## src/rtl/zero_cross_meter_pkg.sv

```systemverilog
// -----------------------------------------------------------------------------
// zero_cross_meter_pkg
// Shared definitions for the zero-crossing period meter.
//   EDGE_RISE / EDGE_FALL / EDGE_BOTH : values of the EDGE_MODE parameter
//   zc_state_e                        : measurement FSM state encoding
//   edge_select()                     : picks the qualifying crossing for a mode
// -----------------------------------------------------------------------------
package zero_cross_meter_pkg;

    localparam int EDGE_RISE = 0;
    localparam int EDGE_FALL = 1;
    localparam int EDGE_BOTH = 2;

    typedef enum logic [1:0] {
        ST_IDLE  = 2'd0,   // sign of the input not yet known
        ST_ARMED = 2'd1,   // sign known, waiting for the first qualifying crossing
        ST_MEAS  = 2'd2    // reference crossing seen, counting samples
    } zc_state_e;

    // Reduce the raw rise/fall indications to the crossing selected by the mode.
    // Unknown modes fall back to rising-edge behaviour.
    function automatic logic edge_select(input int mode, input logic rise, input logic fall);
        logic sel;
        case (mode)
            EDGE_RISE: sel = rise;
            EDGE_FALL: sel = fall;
            EDGE_BOTH: sel = rise | fall;
            default:   sel = rise;
        endcase
        return sel;
    endfunction

endpackage

```

## src/rtl/zero_cross_meter_sign_tracker.sv

```systemverilog
// -----------------------------------------------------------------------------
// zero_cross_meter_sign_tracker
// Hysteresis comparator plus the registered sign of the input stream.
//   clk, reset   : clock, synchronous active-high reset
//   in_valid     : x carries a new sample this cycle
//   x            : signed input sample
//   sign_known   : registered; a sample outside the dead band has been seen
//   rise / fall  : combinational; the current valid sample flips the tracked
//                  sign NEG->POS / POS->NEG
//   outside      : combinational; the current sample lies outside [-HYST,+HYST]
// -----------------------------------------------------------------------------
module zero_cross_meter_sign_tracker #(
    parameter int DATA_W = 32,
    parameter int HYST   = 0
) (
    input  logic                     clk,
    input  logic                     reset,
    input  logic                     in_valid,
    input  logic signed [DATA_W-1:0] x,
    output logic                     sign_known,
    output logic                     rise,
    output logic                     fall,
    output logic                     outside
);

    // One extra bit so that -HYST and the most negative sample both fit.
    localparam logic signed [DATA_W:0] HYST_P = (DATA_W + 1)'(HYST);
    localparam logic signed [DATA_W:0] HYST_N = -HYST_P;

    logic signed [DATA_W:0] w_x_ext;
    logic                   w_pos;
    logic                   w_neg;
    logic                   r_sign;    // 1 = positive, 0 = negative
    logic                   r_known;

    assign w_x_ext = {x[DATA_W-1], x};
    assign w_pos   = (w_x_ext > HYST_P);
    assign w_neg   = (w_x_ext < HYST_N);

    assign outside    = w_pos | w_neg;
    assign sign_known = r_known;
    assign rise       = in_valid & r_known & ~r_sign & w_pos;
    assign fall       = in_valid & r_known &  r_sign & w_neg;

    // Tracked sign: only samples outside the dead band may move it.
    always_ff @(posedge clk) begin
        if (reset) begin
            r_sign  <= 1'b0;
            r_known <= 1'b0;
        end else if (in_valid && (w_pos || w_neg)) begin
            r_sign  <= w_pos;
            r_known <= 1'b1;
        end else begin
            r_sign  <= r_sign;
            r_known <= r_known;
        end
    end

endmodule

```

## src/rtl/zero_cross_meter.sv

```systemverilog
// -----------------------------------------------------------------------------
// zero_cross_meter
// Zero-crossing period meter with hysteresis, edge selection, overflow
// detection and block averaging over 2^AVG_LOG2 periods.
//   clk, reset    : clock, synchronous active-high reset
//   in_valid, x   : sample strobe and signed sample; state advances only on in_valid
//   flag          : 1-cycle pulse, qualifying crossing seen
//   period        : samples between the last two qualifying crossings
//   period_valid  : 1-cycle pulse, period updated
//   avg_period    : truncated mean of the last 2^AVG_LOG2 periods
//   avg_valid     : 1-cycle pulse, avg_period updated
//   overflow      : 1-cycle pulse, counter saturated without a crossing
//   locked        : at least one period measured since reset/overflow
// All outputs are registered: a sample accepted in cycle t shows up in t+1.
// -----------------------------------------------------------------------------
module zero_cross_meter
    import zero_cross_meter_pkg::*;
#(
    parameter int DATA_W    = 32,
    parameter int CNT_W     = 10,
    parameter int HYST      = 0,
    parameter int EDGE_MODE = 0,
    parameter int AVG_LOG2  = 2
) (
    input  logic                     clk,
    input  logic                     reset,
    input  logic                     in_valid,
    input  logic signed [DATA_W-1:0] x,
    output logic                     flag,
    output logic [CNT_W-1:0]         period,
    output logic                     period_valid,
    output logic [CNT_W-1:0]         avg_period,
    output logic                     avg_valid,
    output logic                     overflow,
    output logic                     locked
);

    localparam int ACC_W = CNT_W + AVG_LOG2;
    localparam int IDX_W = (AVG_LOG2 > 0) ? AVG_LOG2 : 1;
    // The counter stops one below all-ones so that counter+1 (the period)
    // still fits in CNT_W bits when a crossing arrives at saturation.
    localparam logic [CNT_W-1:0] CNT_SAT  = {{(CNT_W - 1){1'b1}}, 1'b0};
    localparam logic [IDX_W-1:0] IDX_LAST = IDX_W'((1 << AVG_LOG2) - 1);

    // Sign tracker interface
    logic w_sign_known;
    logic w_rise;
    logic w_fall;
    logic w_outside;
    logic w_cross;

    // FSM
    zc_state_e r_state;
    zc_state_e w_state_nxt;

    // Datapath state and output registers
    logic [CNT_W-1:0] r_cnt;
    logic [ACC_W-1:0] r_acc;
    logic [IDX_W-1:0] r_idx;
    logic             r_flag;
    logic [CNT_W-1:0] r_period;
    logic             r_pv;
    logic [CNT_W-1:0] r_avg;
    logic             r_av;
    logic             r_ovf;
    logic             r_locked;

    // Next values
    logic [CNT_W-1:0] w_cnt_d;
    logic [ACC_W-1:0] w_acc_d;
    logic [IDX_W-1:0] w_idx_d;
    logic             w_flag_d;
    logic [CNT_W-1:0] w_period_d;
    logic             w_pv_d;
    logic [CNT_W-1:0] w_avg_d;
    logic             w_av_d;
    logic             w_ovf_d;
    logic             w_locked_d;

    logic [CNT_W-1:0] w_period_new;
    logic [ACC_W-1:0] w_sum;

    zero_cross_meter_sign_tracker #(
        .DATA_W (DATA_W),
        .HYST   (HYST)
    ) u_sign (
        .clk        (clk),
        .reset      (reset),
        .in_valid   (in_valid),
        .x          (x),
        .sign_known (w_sign_known),
        .rise       (w_rise),
        .fall       (w_fall),
        .outside    (w_outside)
    );

    // rise/fall are already qualified by in_valid inside the tracker.
    assign w_cross      = w_sign_known & edge_select(EDGE_MODE, w_rise, w_fall);
    assign w_period_new = r_cnt + CNT_W'(1);
    assign w_sum        = r_acc + ACC_W'(w_period_new);

    // FSM state register.
    always_ff @(posedge clk) begin
        if (reset) begin
            r_state <= ST_IDLE;
        end else begin
            r_state <= w_state_nxt;
        end
    end

    // FSM next-state logic.
    always_comb begin
        w_state_nxt = r_state;
        case (r_state)
            ST_IDLE: begin
                if (in_valid && w_outside) begin
                    w_state_nxt = ST_ARMED;
                end else begin
                    w_state_nxt = ST_IDLE;
                end
            end
            ST_ARMED: begin
                if (w_cross) begin
                    w_state_nxt = ST_MEAS;
                end else begin
                    w_state_nxt = ST_ARMED;
                end
            end
            ST_MEAS: begin
                if (in_valid && !w_cross && (r_cnt == CNT_SAT)) begin
                    w_state_nxt = ST_ARMED;
                end else begin
                    w_state_nxt = ST_MEAS;
                end
            end
            default: w_state_nxt = ST_IDLE;
        endcase
    end

    // FSM output / datapath next values: counter, accumulator and output registers.
    always_comb begin
        w_flag_d   = 1'b0;
        w_pv_d     = 1'b0;
        w_av_d     = 1'b0;
        w_ovf_d    = 1'b0;
        w_period_d = r_period;
        w_avg_d    = r_avg;
        w_locked_d = r_locked;
        w_cnt_d    = r_cnt;
        w_acc_d    = r_acc;
        w_idx_d    = r_idx;
        case (r_state)
            ST_IDLE: begin
                w_cnt_d = {CNT_W{1'b0}};
            end
            ST_ARMED: begin
                if (w_cross) begin
                    // First qualifying crossing only establishes the reference.
                    w_flag_d = 1'b1;
                    w_cnt_d  = {CNT_W{1'b0}};
                end else begin
                    w_cnt_d  = r_cnt;
                end
            end
            ST_MEAS: begin
                if (w_cross) begin
                    w_flag_d   = 1'b1;
                    w_pv_d     = 1'b1;
                    w_period_d = w_period_new;
                    w_locked_d = 1'b1;
                    w_cnt_d    = {CNT_W{1'b0}};
                    if (r_idx == IDX_LAST) begin
                        // Block complete: publish the mean and start a fresh block.
                        w_avg_d = CNT_W'(w_sum >> AVG_LOG2);
                        w_av_d  = 1'b1;
                        w_acc_d = {ACC_W{1'b0}};
                        w_idx_d = {IDX_W{1'b0}};
                    end else begin
                        w_acc_d = w_sum;
                        w_idx_d = r_idx + IDX_W'(1);
                    end
                end else if (in_valid) begin
                    if (r_cnt == CNT_SAT) begin
                        // No crossing within the measurable range: drop lock and
                        // any partial average, re-arm on the retained sign.
                        w_ovf_d    = 1'b1;
                        w_locked_d = 1'b0;
                        w_cnt_d    = {CNT_W{1'b0}};
                        w_acc_d    = {ACC_W{1'b0}};
                        w_idx_d    = {IDX_W{1'b0}};
                    end else begin
                        w_cnt_d    = r_cnt + CNT_W'(1);
                    end
                end else begin
                    w_cnt_d = r_cnt;
                end
            end
            default: begin
                w_cnt_d = {CNT_W{1'b0}};
            end
        endcase
    end

    // Datapath and output registers.
    always_ff @(posedge clk) begin
        if (reset) begin
            r_cnt    <= {CNT_W{1'b0}};
            r_acc    <= {ACC_W{1'b0}};
            r_idx    <= {IDX_W{1'b0}};
            r_flag   <= 1'b0;
            r_period <= {CNT_W{1'b0}};
            r_pv     <= 1'b0;
            r_avg    <= {CNT_W{1'b0}};
            r_av     <= 1'b0;
            r_ovf    <= 1'b0;
            r_locked <= 1'b0;
        end else begin
            r_cnt    <= w_cnt_d;
            r_acc    <= w_acc_d;
            r_idx    <= w_idx_d;
            r_flag   <= w_flag_d;
            r_period <= w_period_d;
            r_pv     <= w_pv_d;
            r_avg    <= w_avg_d;
            r_av     <= w_av_d;
            r_ovf    <= w_ovf_d;
            r_locked <= w_locked_d;
        end
    end

    assign flag         = r_flag;
    assign period       = r_period;
    assign period_valid = r_pv;
    assign avg_period   = r_avg;
    assign avg_valid    = r_av;
    assign overflow     = r_ovf;
    assign locked       = r_locked;

endmodule
```

## config.mk

```make
export PLATFORM = sky130hd
export DESIGN_NAME = zero_cross_meter
export DESIGN_NICKNAME = d
export VERILOG_FILES = /design/src/rtl/zero_cross_meter_pkg.sv /design/src/rtl/zero_cross_meter_sign_tracker.sv /design/src/rtl/zero_cross_meter.sv
export SDC_FILE = /design/constraint.sdc
export NUM_CORES = 1
export LEC_CHECK = 0
export ABC_AREA = 1
export CAP_MARGIN = 20
export CORE_ASPECT_RATIO = 0.8
export CORE_UTILIZATION = 48
export DETAILED_ROUTE_END_ITERATION = 8
export PLACE_DENSITY = 0.77
export SLEW_MARGIN = 10
export SYNTH_ARGS = -nofsm -noshare
export SYNTH_HDL_FRONTEND = slang
export SYNTH_SLANG_ARGS = --single-unit
export TNS_END_PERCENT = 100
```

## constraint.sdc

```tcl
create_clock -name clk -period 2.05 [get_ports clk]
set_input_delay 0.41 -clock clk [delete_from_list [all_inputs] [get_ports clk]]
set_output_delay 0.41 -clock clk [all_outputs]
set_load 0.01 [all_outputs]
```

==> out/results.tsv <==
stage	metric	value	unit
outcome	status	finished with violations	
outcome	violations in the final reports	negative setup slack	
power	P_sw	0.0005730	W
min_path	Hold Path End	r_idx[1]	
worst_setup_path	CP endpoint kind	flip-flop	
route	final WL	10060	µm
placement	post-detail-place hpwl	6648	µm
power	Internal	0.001492	W
route	top sig layer	met4	
route	M1 WL	4367	µm
synth	FF+latch count, synth	53	
synth	Syn Inst Count	493	
route	mean routed wirelength per cell	14.56	µm
floorplanning	Initial Util	0.4996	
sta	Pins Over Slew Limit	0	
global_routing	first-pass GRT wire length	14510	µm
layout	nets	660	
cts	clk_lat worst skew	0.32	ns
power	Leakage	2.394	nW
floorplanning	core area	6441	µm²
global_routing	largest net degree at the start of global routing	21	
sta	worst-margin pin slew	0.5012	ns
synth	Syn Std Cell Area	3218	µm²
power	Worst VDD drop	267.1	µV
route	DRC violations left	0	
floorplanning	top-level I/O count	60	
placement	placed insts	678	
cts	clk sinks	53	
placement	Port Buffer Count	59	
sta	WHS	0.4823	ns
cts	worst-case clock buffer depth	2	
layout	fin cells	691	
sta	RSZ-0062 raised after global routing	yes	
route	met3 WL	671	µm
route	WL met2	4768	µm
route	vias	3538	
min_path	worst hold path depth	2	
cts	CTS tree	done	
worst_setup_path	type of element launching the critical path	flip-flop	
sta	Peak Freq	437.5	MHz
worst_setup_path	Critical R2R Capture	r_acc[9]	
route	Via density	5.120	
worst_setup_path	reg2reg path depth	12	
floorplanning	row cnt	26	
run	Max Cap Viol	0	
placement	DP Worst Slack	-0.2792	ns
power	pwr/cell area	417.2	nW/µm²
synth	syn_nets	547	
sta	Worst Clk Skew	0.005733	ns
route	initial drt markers	234	
power	combinational share of power	0.191	
floorplanning	Die Y	75.24	µm
worst_setup_path	CP Class	flip-flop to flip-flop	
power	Clk pwr share	0.292	
cts	CTS H-tree depth	2	
route	post-route ant nets	0	
worst_setup_path	CP Data Arrival Time	2.54	ns
min_path	HP Class	flip-flop to flip-flop	
placement	GP Congestion	0.9399	
route	First-pass DRT Iterations	5	
sta	Worst Setup Slack, final	-0.2358	ns
layout	layout cells sized above 1	0.2784	
sta	Final min period	2.286	ns
power	total power	0.002065	W
floorplanning	DIE WIDTH	93.55	µm
cts	CTS root buf	clkbuf_8	
layout	cell area after layout	4950	µm²
floorplanning	DIE AREA	7038	µm²
placement	Cell Area, Placed	4280	µm²
synth	synth warn	0	
sta	final setup fails	13	
worst_setup_path	R2R setup slack	-0.24	ns
worst_setup_path	CP Max Fanout	6	
global_routing	initial antenna violation count	0	
layout	Ant. Diodes	0	
global_routing	number of global-route vias before repair	3144	
synth	register area share after synthesis	0.3297	
global_routing	grt total ovfl	0	
power	Flop pwr share	0.517	
sta	Slew HR	0.6655	
layout	synth-to-layout area growth	53.81	%
min_path	hold path start	r_idx[1]	
global_routing	Total GRT Usage	0.2684	
sta	period utilization	1.115	
worst_setup_path	required time worst endpoint	2.31	ns
cts	CTS clock-pin slew for the worst setup and hold paths	0.10	ns
worst_setup_path	RR Startpoint	r_cnt[0]	
power	Switching Share	0.2775	
synth	Yosys cell types	33	
cts	Num CTS Buffers	5	
sta	Final Hold Fails	0	
synth	syn avg cell area	6.528	µm²
-- synth_stat cells --
cell type,n,share of area
o21bai_1,2,0.0047
inv_1,69,0.080
and2_1,2,0.0039
dfxtp_1,53,0.33
buf_6,2,0.0070
a22oi_1,1,0.0023
nor3_2,1,0.0031
buf_4,1,0.0023
fa_1,1,0.0062
nand2_1,124,0.14
nand3_4,1,0.0054
clkbuf_1,4,0.0047
nand2_2,2,0.0039
nor3_1,4,0.0062
a21oi_2,1,0.0027
buf_8,1,0.0047
buf_2,4,0.0062
nand3_2,2,0.0062
nor2_8,1,0.0062
clkinv_1,1,0.0012
nand3_1,42,0.065
nand2_4,4,0.014
nand4_1,7,0.014
xnor2_1,2,0.0054
ha_1,18,0.070
a211oi_1,1,0.0023
o21ai_1,1,0.0016
a21oi_1,22,0.034
nor2_1,94,0.11
o21ai_0,12,0.019
clkbuf_2,1,0.0016
xor2_1,10,0.027
a21o_1,2,0.0047
-- worst max-delay path: stages, from the launching register on --
cell,delay (ns)
dfxtp_4,0.42
ha_4,0.16
nand3_4,0.10
nor2_4,0.12
xor2_2,0.24
ha_4,0.28
a21oi_4,0.17
nor2_1,0.09
nor2_1,0.17
nand4_1,0.12
nand2_2,0.10
nand3_1,0.12
a21oi_1,0.16
-- through the flow --
stage,TNS (ns),util
floorplan,0,-
finish,-1.255,0.7685
global placement,-2.335,0.6645
CTS,-0.4705,0.7181
detailed placement,-3.047,0.6645
global route,-2.728,0.7685
-- what timing repair did --
item                                   in CTS  in global routing
setup endpoints to repair                  18                 16
endpoints found under the hold margin       0                  0
gates resized for setup                    49                 68
hold buffers                                0                  0
buffers inserted                            2                  3
pin swaps                                  36                 46
-- cell families after synthesis --
| family | share of synthesized area |
|---|---|
| adders and majority gates | 0.07621 |
| xor gates and xnor gates | 0.03266 |
| and+or+nand+nor | 0.3822 |
| DFF | 0.3297 |
| AOI/OAI and AO/OA | 0.07115 |
| buffers and inverters | 0.1081 |
-- layer usage --
layer | GRT usage | vias up
met2 | 0.4624 | 152
met4 | 0.08034 | 0
li1 | - | 1750
met1 | 0.3511 | 1608
met3 | 0.04242 | 28
met5 | 0 | -
-- cells in the final DEF (no fill, tap or decap), types with 7 or more instances in the layout --
master,Yosys,final
nand2_1,124,104
nor2_1,94,87
clkdlybuf4s50_1,0,59
inv_1,69,57
buf_4,1,57
dfxtp_1,53,46
nand3_1,42,30
a21oi_1,22,15
nand2_2,2,14
nand2_4,4,12
o21ai_0,12,12
ha_4,0,12
inv_2,0,11
nand3_2,2,8
nand4_1,7,7
nand3_4,1,7
-- state kept, by name, indices dropped and copies added (netlist names) --
name,flops
r_state,2
avg_period,10
u_sign.r_sign,1
flag,1
r_acc,12
overflow,1
period,10
r_idx,2
locked,1
r_cnt,10
avg_valid,1
u_sign.sign_known,1
period_valid,1
-- how the worst max path moves through the flow --
| stage | startpoint | endpoint | cells after the start |
|---|---|---|---|
| final | r_cnt[0] | r_acc[9] | 12 |
| after CTS | r_cnt[0] | avg_period[7] | 13 |
| after global placement | r_cnt[0] | r_acc[5] | 10 |
| after detailed placement | r_cnt[0] | r_acc[5] | 10 |
| after floorplan | r_cnt[2] | avg_period[5] | 15 |
| after global routing | r_cnt[0] | r_acc[9] | 12 |
-- final cells by class --
class | instances | area [µm²]
inverter | 70 | 265.3
fill | 438 | 1491
multi-input combinational | 357 | 2361
timing repair buffer | 119 | 1061
clock inverter | 1 | 6.256
tap | 84 | 105.1
sequential | 53 | 1075
clock buffer | 7 | 76.32
-- power by group through the flow --
| stage | clock network (W) | registers [W] | logic (W) |
|---|---|---|---|
| after detailed placement | 0 | 0.00109 | 0.000319 |
| after floorplan | 0 | 0.00108 | 0.000153 |
| after global placement | 0 | 0.00109 | 0.000314 |
| after CTS | 0.000612 | 0.00106 | 0.000351 |
| after global routing | 0.000656 | 0.00107 | 0.000430 |
| final | 0.000603 | 0.00107 | 0.000395 |
Note: power is estimated with default switching activity, not from simulation.
==> RTL edit 1, RTL diff (config.mk and constraints unchanged) <==
Change the parameter `EDGE_MODE` from 0 to 1.
--- a/src/rtl/zero_cross_meter.sv
+++ b/src/rtl/zero_cross_meter.sv
@@ -19,7 +19,7 @@
     parameter int DATA_W    = 32,
     parameter int CNT_W     = 10,
     parameter int HYST      = 0,
-    parameter int EDGE_MODE = 0,
+    parameter int EDGE_MODE = 1,
     parameter int AVG_LOG2  = 2
 ) (
     input  logic                     clk,
Function: changed (a bounded check fails within 4 cycles, from zero or initial values and one cycle with reset high).
==> RTL edit 1 against the original RTL <==
The run still ends with negative setup slack left. Critical path depth grew 5. Final area shrank 8.5%. Highest routed layer unchanged. Worst setup slack lost 0.059 ns. Wire length shrank 2.1%. Sequential cell count is the same. Hold slack lost 0.0061 ns. Synthesized area shrank 9.9%. Non-clock buffer count shrank 10. Clock skew grew 0.0058 ns. Critical endpoint is now avg_period[9].
Power is not compared: it rests on default switching activity, and its combinational part moved more than twofold at a synthesized area within 25%.
==> RTL edit 1: results (changes against the original RTL) <==
[min_path]
holdCritStartpoint=avg_period[0]  ; was r_idx[1]
hold_class=reg2reg  ; unchanged
hold_depth=2  ; unchanged
min_to=avg_period[0]  ; was r_idx[1]

[critical_path]
worst_path_largest_cell_delay_ns=0.40  ; was 0.42 ns
r2r_cells=17  ; was 12
cp.arrival_ns=2.57  ; was 2.54 ns
critPathMaxFanout=4  ; was 6
crit_buf_inv=2  ; was 0
cp-start-kind=flop  ; unchanged
worst_r2r_endpoint=avg_period[9]  ; was r_acc[9]
r2r_start=r_cnt[1]  ; was r_cnt[0]

[synthesis]
yosys_warnings=0  ; unchanged
synth_area_leaders=dfxtp_1 (37%), nand2_1 (15%), ha_1 (7.8%), inv_1 (7.1%), nor2_1 (6.7%)  ; was dfxtp_1 (33%), nand2_1 (14%), nor2_1 (11%), inv_1 (8.0%), ha_1 (7.0%)
seq_area_frac_synth_pct=36.6  ; was 33.0%
ys_types=28  ; was 33
synth_nets=477  ; was 547
synth_common_cells=nand2_1 (117), inv_1 (55), dfxtp_1 (53)  ; was nand2_1 (124), nor2_1 (94), inv_1 (69)
syn_inst=423  ; was 493

[clock_network]
clock_latency_ns=0.32  ; about the same
clock_path_buffers=2  ; unchanged
cts_buffers=5  ; unchanged
cts-root-buf=clkbuf_8  ; unchanged
cts-htree-levels=2  ; unchanged

[global_routing]
grt_max_degree=33  ; was 21
grt_pass1_vias=3063  ; was 3144
global_route.usage.met3_pct=7.14  ; was 4.24%
antenna_found_initial=0  ; unchanged
grt_first_pass_wirelength_um=13900  ; was 14500 um
met1_usage_pct=35.1  ; about the same
groute.usage.overall_pct=28.9  ; was 26.8%
grt_use_met2_pct=48.5  ; was 46.2%

[placed_design]
place_inst=583  ; was 678
port_buffers=59  ; unchanged
place_area_sq_mm=0.00382  ; was 0.00428 sq mm
place.gp.congestion=0.886  ; was 0.940
post-dp-hpwl_um=5890  ; was 6650 um

[timing]
skew_ns=0.0116  ; was 0.00573 ns
finalSetupViolCount=14  ; was 13
setup_tns_ns=-2.69  ; was -1.26 ns
worst_pin_slew_ns=0.668  ; was 0.501 ns
worst_hold_slack_ns=0.476  ; was 0.482 ns
setup_ws_ns=-0.295  ; was -0.236 ns

[run_status]
violations=negative setup slack  ; unchanged
status=finished with violations  ; unchanged

[finish]
largest_reg_flops=12  ; unchanged
drive_above_1_share_pct=29.0  ; was 27.8%

[routing]
wl_met1_um=3730  ; was 4370 um
vias=3297  ; was 3538
drt_iter0_drc=241  ; was 234
wl_met3_um=1080  ; was 671 um
top_layer_used=met4  ; unchanged
wl_met2_um=4630  ; was 4770 um
vias_per_cell=5.44  ; was 5.12
avgRoutedWirePerCell_um=16.3  ; was 14.6 um

[power_and_ir_drop]
ir_worst_vdd_v=0.000460
p_leak_nw=2.08

## RTL edit 1: power breakdown
group          switching [mW]  total [mW]  leakage (nW)  internal (mW)
Clock                   0.382       0.755        0.0591          0.373
Sequential            0.00503        1.04         0.429           1.03
Combinational          0.0569       0.133          1.59         0.0764
## RTL edit 1: cells by family after synthesis
family,share of synthesized area [%]
xor+xnor,3.32
fa+ha+maj,8.46
compound gates,12.6
simple gates,29.7
buf+inv,9.32
flops,36.6
## RTL edit 1: layout make-up
class | count | area, sq um
Multi-Input combinational cell | 301 | 2050
Fill cell | 354 | 1120
Sequential cell | 53 | 1070
Timing Repair Buffer | 109 | 978
Inverter | 57 | 214
Tap cell | 78 | 97.6
Clock buffer | 5 | 68.8
Clock inverter | 3 | 47.5
## RTL edit 1: what timing repair did
action                                  CTS  global route
buffers inserted                          8             7
resized for setup                        48            61
endpoints found under the setup margin   18            20
pin swaps                                21            40
hold buffers                              0             0
==> RTL edit 2, RTL diff (config.mk and constraints unchanged) <==
Without the edit above. The output `avg_valid` loses its register stage (`r_av` becomes a continuous assignment).
--- a/src/rtl/zero_cross_meter.sv
+++ b/src/rtl/zero_cross_meter.sv
@@ -211,7 +211,6 @@
             r_period <= {CNT_W{1'b0}};
             r_pv     <= 1'b0;
             r_avg    <= {CNT_W{1'b0}};
-            r_av     <= 1'b0;
             r_ovf    <= 1'b0;
             r_locked <= 1'b0;
         end else begin
@@ -222,11 +221,12 @@
             r_period <= w_period_d;
             r_pv     <= w_pv_d;
             r_avg    <= w_avg_d;
-            r_av     <= w_av_d;
             r_ovf    <= w_ovf_d;
             r_locked <= w_locked_d;
         end
     end
+
+    assign r_av = w_av_d;
 
     assign flag         = r_flag;
     assign period       = r_period;
Formal check against the unedited RTL: not equivalent (Yosys sat finds a counterexample within 10 cycles, from zero or initial values and one cycle with reset high).
==> RTL edit 2 against the original RTL <==
The flow still finishes with violations (negative setup slack). Wire length up 22%. Synthesized area grew 0.93%. Synthesized cell count shrank 1.8%. Final area is 5.8% higher. Global-route usage increased by 5.0 points. Clock power is 2% lower. Worst setup slack worse by 0.18 ns. Sequential cell count is 1 lower. Power up 0.16%.
==> RTL edit 2: results (changes against the original RTL) <==
[run_status]
status=finished with violations  ; unchanged
violations=negative setup slack  ; unchanged

[critical_path]
r2r_cells=14  ; was 12
worst_r2r_endpoint=r_acc[11]  ; was r_acc[9]

[synthesis]
synth-compound-area-share_pct=7.28  ; was 7.12%
synth_xor_area_share_pct=2.97  ; was 3.27%
seq_area_frac_synth_pct=32.0  ; was 33.0%
synth_common_cells=nand2_1 (118), nor2_1 (91), inv_1 (65)  ; was nand2_1 (124), nor2_1 (94), inv_1 (69)

[finish]
multi_input_area_sq_mm=0.00248  ; was 0.00236 sq mm
drive_above_1_share_pct=33.4  ; was 27.8%
buf_share_pct=24.1  ; was 21.4%
clock_area_share_pct=1.48  ; was 1.67%

[timing]
setup_ws_ns=-0.419  ; was -0.236 ns
setup_tns_ns=-2.67  ; was -1.26 ns
finalSetupViolCount=18  ; was 13
worst_pin_slew_ns=0.316  ; was 0.501 ns
skew_ns=0.00908  ; was 0.00573 ns

[placed_design]
place.gp.congestion=0.895  ; was 0.940
preCtsSetupSlack_ns=-0.644  ; was -0.279 ns
place_inst=673  ; was 678

[routing]
wl_met2_um=5950  ; was 4770 um
wl_met3_um=1120  ; was 671 um

[global_routing]
grt_max_degree=23  ; was 21

[power_and_ir_drop]
p_seq_share_pct=50.4  ; was 51.7%
p_clk_uw=591  ; was 603 uW

[clock_network]
post_cts_resized=78  ; was 49
post-cts-setup-buffers=8  ; was 2

[RTL edit 2: cells by family (layout without fill, tap and decap cells)]
logic type      Yosys count  after routing
compound gates           39             39
xor+xnor                 11             11
fa+ha+maj                21             21
buf+inv                  79            205
flops                    52             52
simple gates            282            282
[RTL edit 2: critical path, stage by stage, from the launching register on]
cell and delay, ns:
dfxtp_4 0.41, ha_4 0.14, inv_2 0.04, nor2_4 0.16
nand2_1 0.12, xor2_2 0.20, ha_4 0.31, nand2_2 0.09
nor2_2 0.18, nand3_1 0.17, nand3_2 0.11, nand2_1 0.07
nand2_1 0.11, nand3_1 0.10, a21oi_1 0.18
[RTL edit 2: worst max-delay path by stage]
stage	start	end	cells past startpoint
2_1_floorplan	r_cnt[0]	avg_period[6]	16
3_3_place_gp	x[22]	avg_valid	9
3_5_place_dp	x[22]	avg_valid	9
4_1_cts	r_cnt[0]	r_acc[9]	14
5_1_grt	r_cnt[0]	r_acc[11]	14
6_report	r_cnt[0]	r_acc[11]	14
